`config.mk`:
```
export PLATFORM = sky130hd
export DESIGN_NAME = ddrc_apb_user_master
export DESIGN_NICKNAME = d
export VERILOG_FILES = /design/src/rtl/ddrc_apb_user_master_pkg.sv /design/src/rtl/ddrc_apb_user_master.sv
export SDC_FILE = /design/constraint.sdc
export NUM_CORES = 1
export LEC_CHECK = 0
export BUFFER_PORTS_ARGS = -buffer_cell sky130_fd_sc_hd__buf_4
export CORE_UTILIZATION = 35
export DETAILED_ROUTE_END_ITERATION = 6
export PLACE_DENSITY_LB_ADDON = 0.1
export SLEW_MARGIN = 5
export SYNTH_ARGS = -nofsm -noshare
export SYNTH_HDL_FRONTEND = slang
export SYNTH_SLANG_ARGS = --single-unit
```
`constraint.sdc`:
```
create_clock -name pclk -period 5.85 [get_ports pclk]
set_input_delay 0.585 -clock pclk [delete_from_list [all_inputs] [get_ports pclk]]
set_output_delay 0.585 -clock pclk [all_outputs]
set_load 0.005 [all_outputs]
```
`src/rtl/ddrc_apb_user_master_pkg.sv`:
```
// Shared types and constants for the DDRC APB user-side master.
package ddrc_apb_pkg;

   typedef enum logic [2:0] {
      ST_IDLE   = 3'd0,
      ST_SETUP  = 3'd1,
      ST_ACCESS = 3'd2,
      ST_RESP   = 3'd3,
      ST_PRESET = 3'd4
   } state_t;

   localparam int unsigned APB_ADDR_W = 12;
   localparam int unsigned APB_DATA_W = 32;

   // Number of bits needed to hold values 0..max_val (at least 1).
   function automatic int unsigned cnt_w(input int unsigned max_val);
      int unsigned w;
      w = 1;
      while ((w < 32) && ((64'(1) << w) <= 64'(max_val)))
         w++;
      return w;
   endfunction

endpackage

```
`src/rtl/ddrc_apb_user_master.sv`:
```
// Bridges a valid/ready register-command stream onto the DDRC user APB3
// port, with a pready timeout, a user soft-reset pulse and a saturating
// timeout error counter. Traffic is held off until ddr_init_done.
module ddrc_apb_user_master
   import ddrc_apb_pkg::*;
#(
   parameter int unsigned TIMEOUT_CYCLES = 256,
   parameter int unsigned PRESET_CYCLES  = 16,
   parameter int unsigned ADDR_W         = APB_ADDR_W,
   parameter int unsigned DATA_W         = APB_DATA_W
) (
   input  logic              pclk,
   input  logic              resetn,
   input  logic              ddr_init_done,
   input  logic              cmd_valid,
   output logic              cmd_ready,
   input  logic              cmd_write,
   input  logic [ADDR_W-1:0] cmd_addr,
   input  logic [DATA_W-1:0] cmd_wdata,
   output logic              rsp_valid,
   input  logic              rsp_ready,
   output logic [DATA_W-1:0] rsp_rdata,
   output logic              rsp_timeout,
   input  logic              soft_rst_req,
   output logic              apb_preset,
   output logic              apb_psel,
   output logic              apb_penable,
   output logic              apb_pwrite,
   output logic [ADDR_W-1:0] apb_paddr,
   output logic [DATA_W-1:0] apb_pwdata,
   input  logic [DATA_W-1:0] apb_prdata,
   input  logic              apb_pready,
   output logic [7:0]        timeout_cnt
);

   localparam int unsigned   TW     = cnt_w(TIMEOUT_CYCLES);
   localparam logic [TW-1:0] T_LAST = TW'(TIMEOUT_CYCLES - 1);
   localparam logic [7:0]    P_LAST = 8'(PRESET_CYCLES - 1);
   localparam bit            T_EN   = (TIMEOUT_CYCLES != 0);

   state_t        state;
   logic          rst_pending;
   logic          pend_nxt;
   logic [TW-1:0] tcnt;
   logic [7:0]    pcnt;

   // A request arriving this cycle counts as pending for this cycle's decisions.
   always_comb begin
      pend_nxt = rst_pending | soft_rst_req;
   end

   // APB strobes and response/reset flags decode directly from the state register.
   assign apb_psel    = (state == ST_SETUP) || (state == ST_ACCESS);
   assign apb_penable = (state == ST_ACCESS);
   assign rsp_valid   = (state == ST_RESP);
   assign apb_preset  = (state == ST_PRESET);

   // Main transfer FSM with inline timeout and preset counters.
   always_ff @(posedge pclk) begin
      if (!resetn) begin
         state       <= ST_IDLE;
         rst_pending <= 1'b0;
         cmd_ready   <= 1'b0;
         rsp_rdata   <= '0;
         rsp_timeout <= 1'b0;
         apb_pwrite  <= 1'b0;
         apb_paddr   <= '0;
         apb_pwdata  <= '0;
         timeout_cnt <= '0;
         tcnt        <= '0;
         pcnt        <= '0;
      end else begin
         rst_pending <= pend_nxt;
         case (state)
            ST_IDLE: begin
               if (pend_nxt) begin
                  // Soft reset wins over a command offered in the same cycle.
                  state       <= ST_PRESET;
                  rst_pending <= 1'b0;
                  pcnt        <= '0;
                  cmd_ready   <= 1'b0;
               end else if (cmd_valid && cmd_ready) begin
                  state      <= ST_SETUP;
                  cmd_ready  <= 1'b0;
                  apb_pwrite <= cmd_write;
                  apb_paddr  <= cmd_addr;
                  apb_pwdata <= cmd_wdata;
                  tcnt       <= '0;
               end else begin
                  cmd_ready <= ddr_init_done;
               end
            end
            ST_SETUP: begin
               state <= ST_ACCESS;
            end
            ST_ACCESS: begin
               tcnt <= tcnt + 1'b1;
               if (apb_pready) begin
                  rsp_rdata   <= apb_pwrite ? '0 : apb_prdata;
                  rsp_timeout <= 1'b0;
                  state       <= ST_RESP;
               end else if (T_EN && (tcnt == T_LAST)) begin
                  rsp_rdata   <= '0;
                  rsp_timeout <= 1'b1;
                  if (timeout_cnt != 8'hFF)
                     timeout_cnt <= timeout_cnt + 8'd1;
                  state <= ST_RESP;
               end
            end
            ST_RESP: begin
               if (rsp_ready) begin
                  if (pend_nxt) begin
                     state       <= ST_PRESET;
                     rst_pending <= 1'b0;
                     pcnt        <= '0;
                  end else begin
                     state     <= ST_IDLE;
                     cmd_ready <= ddr_init_done;
                  end
               end
            end
            ST_PRESET: begin
               pcnt <= pcnt + 8'd1;
               if (pcnt == P_LAST) begin
                  state     <= ST_IDLE;
                  cmd_ready <= ddr_init_done && !pend_nxt;
               end
            end
            default: begin
               state <= ST_IDLE;
            end
         endcase
      end
   end

endmodule
```
# After elaboration in Yosys (flattened, before gate mapping)
# Index checks and enable logic that the tools add are counted.
# classes
n_addsub	3
n_eq_ne	14
mux	27
bitwise_logic	3
n_reduce_logical	15
# op_table
cell	n
$mux W32	3
$pmux W8 S3	1
$mux W3	7
$mux W9	2
$pmux W9 S2	1
$add A8 B1 Y8 const B	2
$mux W8	2
$pmux W3 S5	1
$reduce_and A4 Y1	3
$add A9 B1 Y9 const B	1
$eq A9 B8 Y1 const B	1
$eq A8 B4 Y1 const B	1
$mux W1	8
$ne A8 B8 Y1 const B	1
$eq A3 B2 Y1 const B	2
$ne A2 B2 Y1 const B	3
$reduce_and A3 Y1	2
$ne A2 B1 Y1 const B	2
$reduce_and A2 Y1	2
$reduce_bool A2 Y1	2
$eq A3 B1 Y1 const B	1
$eq A3 B3 Y1 const B	1
$logic_not A3 Y1	1
$ne A3 B1 Y1 const B	1
9 further kinds	11
# word_totals
register_bits	108
in_bits	84
out_inout_bits	91

# Logic depth before layout (Yosys ltp)
# depth
word_depth	5
ltp_mapped	9
depth_no_buf	8

# Worst setup path before layout
# No wires, ideal clock.
# synth_path
kind	reg2reg
start	register tcnt[0]
end	register timeout_cnt[2]
setup_time_ns	0.070
t_arrival_ns	2.035
required_time_ns	5.780
path_slack_ns	3.745
stages_incl_launch_ff	10
path_buffers	1
path_cell_list	dfxtp_1 -> ha_1 -> nand3_1 -> nor3_1 -> ha_1 -> nand4bb_1 -> a211o_1 -> buf_2 -> or3_1 -> a21oi_1
# synth_between
elab_chain_len	2
# synth_lines
item	line	text
start, declared	ddrc_apb_user_master.sv:44	logic [TW-1:0] tcnt;
start signal, assigned	ddrc_apb_user_master.sv:97	tcnt <= tcnt + 1'b1;
$eq A9 B8 Y1	ddrc_apb_user_master.sv:102	end else if (T_EN && (tcnt == T_LAST)) begin
$reduce_and A4 Y1 (no source line)	--	
end signal, assigned	ddrc_apb_user_master.sv:106	timeout_cnt <= timeout_cnt + 8'd1;
end, declared	ddrc_apb_user_master.sv:33	output logic [7:0] timeout_cnt
# Every way passes these cells.
# A chain may end at the register's enable or synchronous reset.

# Worst setup path in the final report
# layout_path
start	register tcnt[0]
end	register timeout_cnt[3]
# Same word-level chain as after synthesis.

==> reports/results.md <==
| Step | Parameter | Value |
|:---|:---|:---|
| synth | Compound-Gate Fraction of Synth Area | 0.1711 |
| floorplan | Placeable core area | 0.01201 mm^2 |
| setup path | Endpoint class of the critical path | flip-flop |
| synth | Total of warnings raised by yosys | 0 |
| placement | Minimum setup slack after placement | 3.228 ns |
| finish | Number of inserted diodes | 0 |
| floorplan | Starting density of the core | 0.3586 |
| global routing | All-layer global routing usage | 0.1793 |
| sta | Transition time at the pin with the least slew margin | 1.031 ns |
| clock tree | Root cell of the clock tree | sky130_fd_sc_hd__clkbuf_16 |
| setup path | Most prevalent standard cell on the critical path | sky130_fd_sc_hd__ha_1 |
| synth | Combinational family with the most area after synthesis | simple AND/OR/NAND/NOR gates |
| sta | Smallest setup slack after layout | 3.314 ns |
| route | Vias post-DR | 4126 |
| setup path | Delay of the slowest cell on the worst path | 0.48 ns |
| setup path | Slowest stage cell, crit path | sky130_fd_sc_hd__a211o_1 |
| sta | Tmin final | 2.536 ns |
| clock tree | Post-CTS clock slew at the launch and capture registers of the worst setup and hold paths | 0.08 ns |
| sta | Share of the clock period used by the worst path after layout | 0.4336 |
| clock tree | H-tree depth reported by CTS | 3 |
| synth | Count of cell types in the netlist | 51 |
| flow run | Max capacitance violation total | 0 |
| clock tree | Quantity of gates resized following cts | 0 |
| global routing | Pin count of the biggest net entering global routing | 61 |
| synth | Arithmetic-cell share of the synthesized area counting full adders, half adders and majority gates | 0.01162 |
| placement | Detailed placement HPWL | 7.895 mm |
| sta | Fin. Hold Viols | 0 |
| setup path | Reg-to-reg critical path endpoint | timeout_cnt[3] |
| global routing | Overflow left after global routing | 0 |
| setup path | Critical path arrival | 2.81 ns |
| global routing | Number of global-route vias before repair | 3727 |
| route | Number of iterations in the first detailed-routing pass | 4 |
| clock tree | Post-CTS setup buffer count | 0 |
| synth | Share of cell area taken by muxes after synthesis | 0.004938 |
| clock tree | CTS tree | built |
| synth | Post-synthesis share of cell area spent on and, or, nand and nor gates | 0.2443 |
| setup path | R2R setup slack | 3.31 ns |
| worst hold path | Number of cells traversed by the worst hold path | 2 |
| floorplan | Die X | 112.9 um |
| synth | Mean cell area of the mapped netlist | 8.143 um^2 |
| outcome | Status | complete, no violations |
| global routing | Initial antenna violation count | 0 |
| finish | Final-stage net count | 771 |
| clock tree | Post-CTS Hold Buffers | 0 |
| synth | Parity-gate share of the synthesized area counting xor and xnor cells | 0.01423 |
| placement | Count of placed standard cells including taps | 819 |
| global routing | Wire length of the first global-routing pass | 18.26 mm |
| route | Post-DRT Antenna Nets | 0 |
| worst hold path | Min-delay worst type | reg -> reg |
| sta | Max transition margin | 0.3030 |
| setup path | Worst reg2reg startpoint | tcnt[0] |
| synth | Number of enable flip-flop cells after synthesis | 0 |
| worst hold path | Start point of the worst min-delay path | rsp_rdata[16] |
| setup path | Reg2reg path depth | 8 |
| floorplan | FP Rows | 40 |
| clock tree | Source-to-sink clock delay at the later pin of the worst-skew pair | 0.35 ns |
| synth | Fraction of the yosys area taken by sequential cells | 0.5019 |
| power | Max VDD drop | 0.1197 mV |
| power | Total chip power | 1.428 mW |
| sta | Post-Route Setup TNS | 0 ns |
| finish | Share of post-route cells with drive strength above 1 | 0.2965 |
| route | Drt first-iter violations | 267 |
| sta | Final worst clock skew | 0.008974 ns |
| clock tree | CTS sink cnt | 108 |
| placement | Buffers added on ports | 174 |
| power | Static leakage power | 2.379 nW |
| synth | Most used flip-flop cell after synthesis | sky130_fd_sc_hd__dfxtp_1 |
| synth | Post-synthesis net count | 617 |
| clock tree | Maximum count of clock buffers along a single path | 2 |
| sta | Achievable clock frequency | 394.3 MHz |
| synth | Post-Synthesis Cell Area | 0.004308 mm^2 |
| setup path | Crit-path leading delay family | simple AND/OR/NAND/NOR gates |
| placement | GPL Wtd Cong | 0.7872 |
| finish | Post-synthesis to final-layout area growth | 37.85% |
| route | Residual DRC count | 0 |
| route | Post-Route WL | 11.53 mm |
| route | Detailed-route wire length per cell | 13.81 um |
| synth | Post-Syn Instances | 529 |
| power | Total power per unit cell area | 240.5 mW/mm^2 |
| sta | Final setup violation count | 0 |
| clock tree | Number of CTS-inserted buffers | 9 |
| setup path | Worst setup path category | reg -> reg |
| setup path | Cell-by-cell listing of the critical path | ha_1 > nand3_1 > nor3_1 > ha_1 > nand4bb_1 > a211o_1 > or4_1 > a21oi_1 |
| setup path | Maximum fanout encountered on the critical timing path | 14 |
| setup path | CP bufs+invs | 0 |
| route | Per-cell via count in the routed design | 4.941 |
| sta | Unrepaired setup endpoints after global routing | false |
| synth | Flop and latch count out of synthesis | 108 |
| setup path | Type of origin of the critical path | flip-flop |
| floorplan | Die span in y | 112.9 um |
| synth | Share of flip-flops with an asynchronous set or reset after synthesis | 0 |
| setup path | Data required time at the worst endpoint | 6.13 ns |
| floorplan | Boundary Pins | 175 |
| worst hold path | Hold Path End | rsp_rdata[16] |
| floorplan | Total Die Area | 0.01276 mm^2 |
| sta | Max-slew violation count | 0 |
| finish | Final cell count without fillers | 835 |
flip-flops by register name, indices dropped and copies added (netlist names), 3 cells and up:
name,count
timeout_cnt,8
apb_pwdata,32
apb_paddr,12
tcnt,9
pcnt,8
rsp_rdata,32
state,3
tightest hold or removal path, cell delays in order, from the launching register on:
cell                      delay (ns)
sky130_fd_sc_hd__dfxtp_1        0.31
sky130_fd_sc_hd__nand2_1        0.05
sky130_fd_sc_hd__a21oi_1        0.05
worst max path at each step:
stage	slack, ns	depth (start not counted)	start	end
floorplan	3.74	9	tcnt[0]	timeout_cnt[2]
global placement	3.35	6	soft_rst_req	apb_pwrite
detailed placement	3.23	6	soft_rst_req	apb_paddr[7]
CTS	3.30	8	tcnt[0]	timeout_cnt[3]
global route	3.07	8	tcnt[0]	timeout_cnt[3]
finish	3.31	8	tcnt[0]	timeout_cnt[3]
layer usage:
layer | GRT usage | part of all wire | up-vias
met5 | 0 | 0 | -
met4 | 0.05263 | 0.0097 | 0
met3 | 0.05035 | 0.057 | 9
met2 | 0.2897 | 0.47 | 110
met1 | 0.2339 | 0.47 | 1893
li1 | - | - | 2114
report_power, final:
group          internal, mW  leakage (nW)  total, mW  switching, mW
clock                 0.295         0.134      0.583          0.288
sequential            0.741         0.871      0.747        0.00632
combinational        0.0528          1.37     0.0984         0.0456
total                  1.09          2.38       1.43          0.340
Yosys cell counts, types with 4 or more instances:
master	instances	area, um^2
sky130_fd_sc_hd__a21oi_1	90	450.4
sky130_fd_sc_hd__and3_1	4	25.02
sky130_fd_sc_hd__buf_2	11	55.05
sky130_fd_sc_hd__buf_6	5	56.30
sky130_fd_sc_hd__clkbuf_1	20	75.07
sky130_fd_sc_hd__dfxtp_1	108	2162
sky130_fd_sc_hd__ha_1	4	50.05
sky130_fd_sc_hd__inv_1	6	22.52
sky130_fd_sc_hd__nand2_1	136	510.5
sky130_fd_sc_hd__nand3_1	40	200.2
sky130_fd_sc_hd__nor2_1	19	71.32
sky130_fd_sc_hd__nor3_1	7	35.03
sky130_fd_sc_hd__o211ai_1	4	30.03
sky130_fd_sc_hd__o21a_1	7	52.55
sky130_fd_sc_hd__o21ai_0	7	35.03
sky130_fd_sc_hd__or4_1	4	30.03
sky130_fd_sc_hd__xor2_1	5	43.79
logic make-up after synthesis:
logic type / after synthesis
AO/OA/AOI/OAI: 129
multiplexers: 2
AND/OR/NAND/NOR: 234
XOR/XNOR: 7
buffers and inverters: 45
adder cells (fa/ha/maj): 4
flip-flops: 108
cells in the final DEF (no fill, tap or decap), types with 6 or more instances in the layout:
cell | Yosys | layout
sky130_fd_sc_hd__inv_1 | 6 | 6
sky130_fd_sc_hd__dfxtp_1 | 108 | 108
sky130_fd_sc_hd__o21a_1 | 7 | 7
sky130_fd_sc_hd__buf_4 | 1 | 180
sky130_fd_sc_hd__nor3_1 | 7 | 7
sky130_fd_sc_hd__nor2_1 | 19 | 19
sky130_fd_sc_hd__clkbuf_16 | 0 | 9
sky130_fd_sc_hd__a21oi_1 | 90 | 90
sky130_fd_sc_hd__nand3_1 | 40 | 40
sky130_fd_sc_hd__nand2_1 | 136 | 136
sky130_fd_sc_hd__o21ai_0 | 7 | 7
layout make-up:
cell class | instances | area (um^2)
Clock buffer | 9 | 225.2
Clock inverter | 7 | 57.56
Fill cell | 1179 | 6073
Inverter | 8 | 30.03
Multi-Input combinational cell | 376 | 1928
Sequential cell | 108 | 2162
Tap cell | 147 | 183.9
Timing Repair Buffer | 180 | 1351
through the flow:
stage	util	instance area (um^2)	hold WS, ns
2_1_floorplan	-	4308	0.4483
5_1_grt	0.4944	5938	0.4624
3_5_place_dp	0.4708	5655	0.4464
6_report	0.4944	5938	0.4544
4_1_cts	0.4944	5938	0.4559
3_3_place_gp	0.4708	5655	0.4389
No activity file was read; power rests on OpenSTA's default activity.
